[src/rtl/audio_frame_packer.sv]
// audio_frame_packer
//
// Pairs a left/right 24-bit signed sample stream into one 48-bit stereo frame
// {left, right}, applies per-channel fixed-point gain with saturation (or mute),
// and writes the frame into the I2S audio FIFO, stalling while the FIFO is full.
//
// Ports:
//   clk, reset        - clock and synchronous active-high reset
//   s_data            - 24-bit signed sample
//   s_last            - 0 = left sample, 1 = right sample (closes the pair)
//   s_valid / s_ready - sample handshake
//   gain_l, gain_r    - unsigned gains, GAIN_BITS-1 fraction bits, latched with the right sample
//   mute              - forces the frame to zero, latched with the right sample
//   frame_out         - registered frame to the FIFO data input
//   write_frame       - FIFO write strobe (combinational on full)
//   full              - FIFO full flag
//   sync_err          - one-cycle pulse after a left/right pairing error
module audio_frame_packer #(
    parameter int unsigned GAIN_BITS = 8
) (
    input  logic                 clk,
    input  logic                 reset,
    input  logic [23:0]          s_data,
    input  logic                 s_last,
    input  logic                 s_valid,
    output logic                 s_ready,
    input  logic [GAIN_BITS-1:0] gain_l,
    input  logic [GAIN_BITS-1:0] gain_r,
    input  logic                 mute,
    output logic [47:0]          frame_out,
    output logic                 write_frame,
    input  logic                 full,
    output logic                 sync_err
);

    localparam int unsigned ProdW = 24 + GAIN_BITS + 1;

    // Saturation bounds sign-extended to the product width.
    localparam logic signed [ProdW-1:0] SatHi = {{(ProdW - 24){1'b0}}, 24'h7FFFFF};
    localparam logic signed [ProdW-1:0] SatLo = {{(ProdW - 24){1'b1}}, 24'h800000};

    typedef enum logic [1:0] {
        StWaitL,
        StWaitR,
        StScale,
        StEmit
    } state_e;

    state_e                 state_q, state_d;
    logic [23:0]            left_hold_q, left_hold_d;
    logic [23:0]            right_hold_q, right_hold_d;
    logic [GAIN_BITS-1:0]   gain_l_q, gain_l_d;
    logic [GAIN_BITS-1:0]   gain_r_q, gain_r_d;
    logic                   mute_q, mute_d;
    logic [47:0]            frame_q, frame_d;
    logic                   sync_err_q, sync_err_d;
    logic                   handshake;

    // Signed sample times zero-extended gain, arithmetic shift, clamp to 24 bits.
    function automatic logic [23:0] apply_gain(input logic [23:0] sample,
                                               input logic [GAIN_BITS-1:0] gain);
        logic signed [ProdW-1:0] s_ext;
        logic signed [ProdW-1:0] g_ext;
        logic signed [ProdW-1:0] prod;
        logic signed [ProdW-1:0] q;
        s_ext = {{(GAIN_BITS + 1){sample[23]}}, sample};
        g_ext = {24'd0, 1'b0, gain};
        prod  = s_ext * g_ext;
        q     = prod >>> (GAIN_BITS - 1);
        if (q > SatHi) begin
            return 24'h7FFFFF;
        end else if (q < SatLo) begin
            return 24'h800000;
        end
        return q[23:0];
    endfunction

    assign handshake = s_valid && s_ready;

    // State and datapath registers.
    always_ff @(posedge clk) begin
        if (reset) begin
            state_q      <= StWaitL;
            left_hold_q  <= '0;
            right_hold_q <= '0;
            gain_l_q     <= '0;
            gain_r_q     <= '0;
            mute_q       <= 1'b0;
            frame_q      <= '0;
            sync_err_q   <= 1'b0;
        end else begin
            state_q      <= state_d;
            left_hold_q  <= left_hold_d;
            right_hold_q <= right_hold_d;
            gain_l_q     <= gain_l_d;
            gain_r_q     <= gain_r_d;
            mute_q       <= mute_d;
            frame_q      <= frame_d;
            sync_err_q   <= sync_err_d;
        end
    end

    // Next-state logic.
    always_comb begin
        state_d = state_q;
        unique case (state_q)
            StWaitL: if (handshake && !s_last) state_d = StWaitR;
            StWaitR: if (handshake && s_last) state_d = StScale;
            StScale: state_d = StEmit;
            StEmit:  if (!full) state_d = StWaitL;
            default: state_d = StWaitL;
        endcase
    end

    // Datapath next-state: capture samples, latch gains, scale, flag pairing errors.
    always_comb begin
        left_hold_d  = left_hold_q;
        right_hold_d = right_hold_q;
        gain_l_d     = gain_l_q;
        gain_r_d     = gain_r_q;
        mute_d       = mute_q;
        frame_d      = frame_q;
        sync_err_d   = 1'b0;
        unique case (state_q)
            StWaitL: begin
                if (handshake) begin
                    if (s_last) begin
                        sync_err_d = 1'b1;
                    end else begin
                        left_hold_d = s_data;
                    end
                end
            end
            StWaitR: begin
                if (handshake) begin
                    if (s_last) begin
                        right_hold_d = s_data;
                        gain_l_d     = gain_l;
                        gain_r_d     = gain_r;
                        mute_d       = mute;
                    end else begin
                        // Two lefts in a row: keep the newest as the left of the pair.
                        left_hold_d = s_data;
                        sync_err_d  = 1'b1;
                    end
                end
            end
            StScale: begin
                if (mute_q) begin
                    frame_d = '0;
                end else begin
                    frame_d = {apply_gain(left_hold_q, gain_l_q),
                               apply_gain(right_hold_q, gain_r_q)};
                end
            end
            default: ;
        endcase
    end

    // Outputs.
    always_comb begin
        s_ready     = (state_q == StWaitL || state_q == StWaitR) && !reset;
        write_frame = (state_q == StEmit) && !full && !reset;
    end

    assign frame_out = frame_q;
    assign sync_err  = sync_err_q;

endmodule

[config.mk]
export PLATFORM = sky130hd
export DESIGN_NAME = audio_frame_packer
export DESIGN_NICKNAME = d
export VERILOG_FILES = /design/src/rtl/audio_frame_packer.sv
export SDC_FILE = /design/constraint.sdc
export NUM_CORES = 1
export LEC_CHECK = 0
export CORE_MARGIN = 8
export CORE_UTILIZATION = 40
export DETAILED_ROUTE_END_ITERATION = 7
export PLACE_DENSITY = 0.66
export SETUP_SLACK_MARGIN = 0.4
export SYNTH_ARGS = -nofsm -noshare
export SYNTH_HDL_FRONTEND = slang
export SYNTH_SLANG_ARGS = --single-unit
[constraint.sdc]
create_clock -name clk -period 15.1 [get_ports clk]
set_input_delay 1.51 -clock clk [delete_from_list [all_inputs] [get_ports clk]]
set_output_delay 1.51 -clock clk [all_outputs]
set_load 0.05 [all_outputs]
==> results by group <==
Worst setup path
  • Reg2reg end: frame_out[3]
  • Nature of the critical path endpoint: register
  • WP data arrival: 7130 ps
  • Reg2Reg Setup Slack: 8300 ps
  • Reg-to-reg critical path startpoint: gain_r_q[0]
  • CP required: 15,440 ps
  • R2R depth: 18
  • Setup crit start kind: register
  • CP Class: register to register
  • Crit. Startpoint: gain_r_q[0]
  • CP Max Fanout: 24
  • CP endpoint: frame_out[3]

Global routing
  • First-pass GRT wire length: 78,000 um
  • Vias in the first global route: 15.1k
  • GRT Total Usage: 0.191
  • Remaining Overflow, GRT: 0
  • Largest net degree at the start of global routing: 86
  • Initial antenna violation count: 2

Power and ir drop
  • Pwr dens: 44.7 mW/mm2
  • Leakage power: 0.00956 uW
  • Max rail drop VDD: 0.0000531 V

STA
  • Crit path time final: 6800 ps
  • Period Utilization, post-route: 0.450
  • Fmax: 147 MHz
  • Setup TNS: 0 ps
  • Worst-Margin Slew: 1170 ps
  • Final setup fails: 0
  • Final Max Tran Viols: 0
  • Fin Clk Skew: 17.3 ps
  • Final Hold Fails: 0
  • RSZ-0062 raised after global routing: false
  • Worst slew margin: 0.222

Synthesis
  • Synth Area in Compound Gates: 0.118
  • Largest family of logic cells by synthesized area: adder cells
  • Syn avg cell area: 8.26 um2
  • Mapped Nets: 2,616
  • Syn Inst Count: 2,144
  • Synth warn: 0
  • Mux cell area share after synthesis: 0
  • Adder and majority gate portion of the synthesized area: 0.427
  • Simple-gate share of the synthesized area: 0.183
  • Synthesized cell area: 0.0177 mm2
  • EDFF count, synth: 0
  • Seq/Total Area, Yosys: 0.131
  • Count of unique library cells instantiated by Yosys: 66
  • Synthesized flop and latch total: 116
  • Main synth FF type: dfxtp_1
  • Ys async rst share: 0
  • Synth Area in XOR/XNOR: 0.0247

Placement
  • PortBufs: 96
  • DP HPWL: 38,200 um
  • Final Wtd Congestion: 0.899
  • Dpl cell area: 0.0190 mm2

Cells and area
  • Syn-to-layout area delta: 10.9%
  • Post-route cell area: 0.0196 mm2
  • Nets: 2,630
  • Most frequent cells in the layout: 427 x inv_1, 399 x nand2_1, 298 x fa_1
  • Commonest non-fill, non-tap cell in the layout: inv_1
  • Share of layout cells above drive strength 1: 0.0286

Floorplanning
  • # IOs: 97
  • Core Area: 0.0439 mm2
  • Die Ht: 226 um
  • Num rows: 77
  • Die width: 226 um
  • Die ar.: 0.0513 mm2
  • Initial Util: 0.403

Routing
  • WL/cell: 17.2 um
  • Pre-Repair DR Iteration Count: 5
  • DRC errors left: 0
  • Post-DRT Antenna Nets: 0
  • Drt via density: 5.08
  • Total number of vias: 14.1k
  • Initial DRC Count: 827
  • Total wire length: 47,400 um

Clocking
  • Clock Sink Count: 116
  • Root Driver: clkbuf_16
  • TritonCTS Buffers: 17
  • Post-CTS sizing: 0
  • CTS clk-pin slew, worst paths: 60 ps
  • CTS Hold Bufs: 0
  • H-tree Lvls: 4
  • Clk Latency, worst-skew pair: 450 ps
  • Post CTS Setup Buffer Count: 0
  • CTS tree: yes
  • Clock Path Buffers: 2

Min path
  • Hold WC Path Type: register to register

Job
  • Max Cap Violations: 0

Status
  • Status: complete, no violations
## worst max-delay path, cell delays in order, from the launching register on
cell and delay, ps:
dfxtp_1 900, nand2_1 270, fa_1 670, fa_1 530, inv_1 50, fa_1 530
inv_1 50, fa_1 470, inv_1 40, ha_1 360, a21oi_1 90, o21a_1 190
o21ai_0 490, nor3_1 100, a21oi_1 220, a31oi_1 110, o21ai_1 660, nand2_1 550
a221oi_1 400
## cells in the mapped netlist (9+ instances only)
cell | number | share of area
buf_1 | 14 | 0.0030
o21a_1 | 13 | 0.0055
nor3_1 | 9 | 0.0025
xnor2_1 | 36 | 0.018
a22oi_1 | 15 | 0.0064
nand3_1 | 12 | 0.0034
and2_1 | 182 | 0.064
fa_1 | 298 | 0.34
nor2_1 | 41 | 0.0087
nor2b_1 | 9 | 0.0032
ha_1 | 128 | 0.090
nand2_1 | 399 | 0.085
xor2_1 | 14 | 0.0069
a21oi_1 | 133 | 0.038
o21ai_0 | 38 | 0.011
o21ai_1 | 11 | 0.0031
inv_1 | 427 | 0.091
o2bb2ai_1 | 13 | 0.0064
a31oi_1 | 21 | 0.0074
dfxtp_1 | 116 | 0.13
a21o_1 | 17 | 0.0072
clkbuf_1 | 77 | 0.016
## layout make-up
class                           instances  area (um2)
Inverter                              428        1610
Multi-Input combinational cell       1494       13400
Timing Repair Buffer                  101         996
Sequential cell                       116        2320
Antenna cell                            2        5.00
Clock buffer                           20         467
Clock inverter                         12         141
Tap cell                              592         741
Fill cell                            4358       24300
## cells by family after synthesis
kind of cell    count (synthesis)
buf+inv                       534
fa+ha+maj                     426
xor+xnor                       50
compound gates                325
flops                         116
simple gates                  693
## per-stage QoR
| step | utilization | total power (uW) | std cells | setup slack [ps] | hold slack (ps) |
|---|---|---|---|---|---|
| finish | 0.447 | 878 | 2765 | 8300 | 447 |
| floorplan | - | 403 | 2144 | 9720 | 444 |
| global placement | 0.433 | 447 | 2731 | 8500 | 439 |
| global route | 0.447 | 908 | 2765 | 7800 | 463 |
| CTS | 0.447 | 883 | 2763 | 8350 | 452 |
| detailed placement | 0.433 | 449 | 2731 | 8320 | 444 |
## flip-flops by register name, indices dropped and copies added, names as in the netlist
| register | flops |
|---|---|
| frame_out | 48 |
| gain_l_q | 8 |
| gain_r_q | 8 |
| left_hold_q | 24 |
| mute_q | 1 |
| right_hold_q | 24 |
| state_q | 2 |
| sync_err | 1 |
## report_power, final
| group | internal (uW) | switching, uW | leakage, uW |
|---|---|---|---|
| clock network | 259 | 176 | 0.000294 |
| logic | 34.8 | 67.2 | 0.00833 |
| registers | 315 | 26.3 | 0.000936 |
| total | 609 | 269 | 0.00956 |
## worst min path at each step
stage / start / end / slack, ps / cells past startpoint
global route: frame_out[6] / frame_out[6] / 460 / 2
global placement: frame_out[20] / frame_out[20] / 440 / 2
detailed placement: frame_out[2] / frame_out[2] / 440 / 2
finish: frame_out[11] / frame_out[11] / 450 / 2
CTS: frame_out[2] / frame_out[2] / 450 / 2
floorplan: mute_q / mute_q / 440 / 2
## routing by layer
metal	share of wire	global-route usage
met5	0	0
met3	0.040	0.0261
met1	0.42	0.226
met2	0.51	0.348
met4	0.031	0.0750
Power figures use the tool's default switching activity.
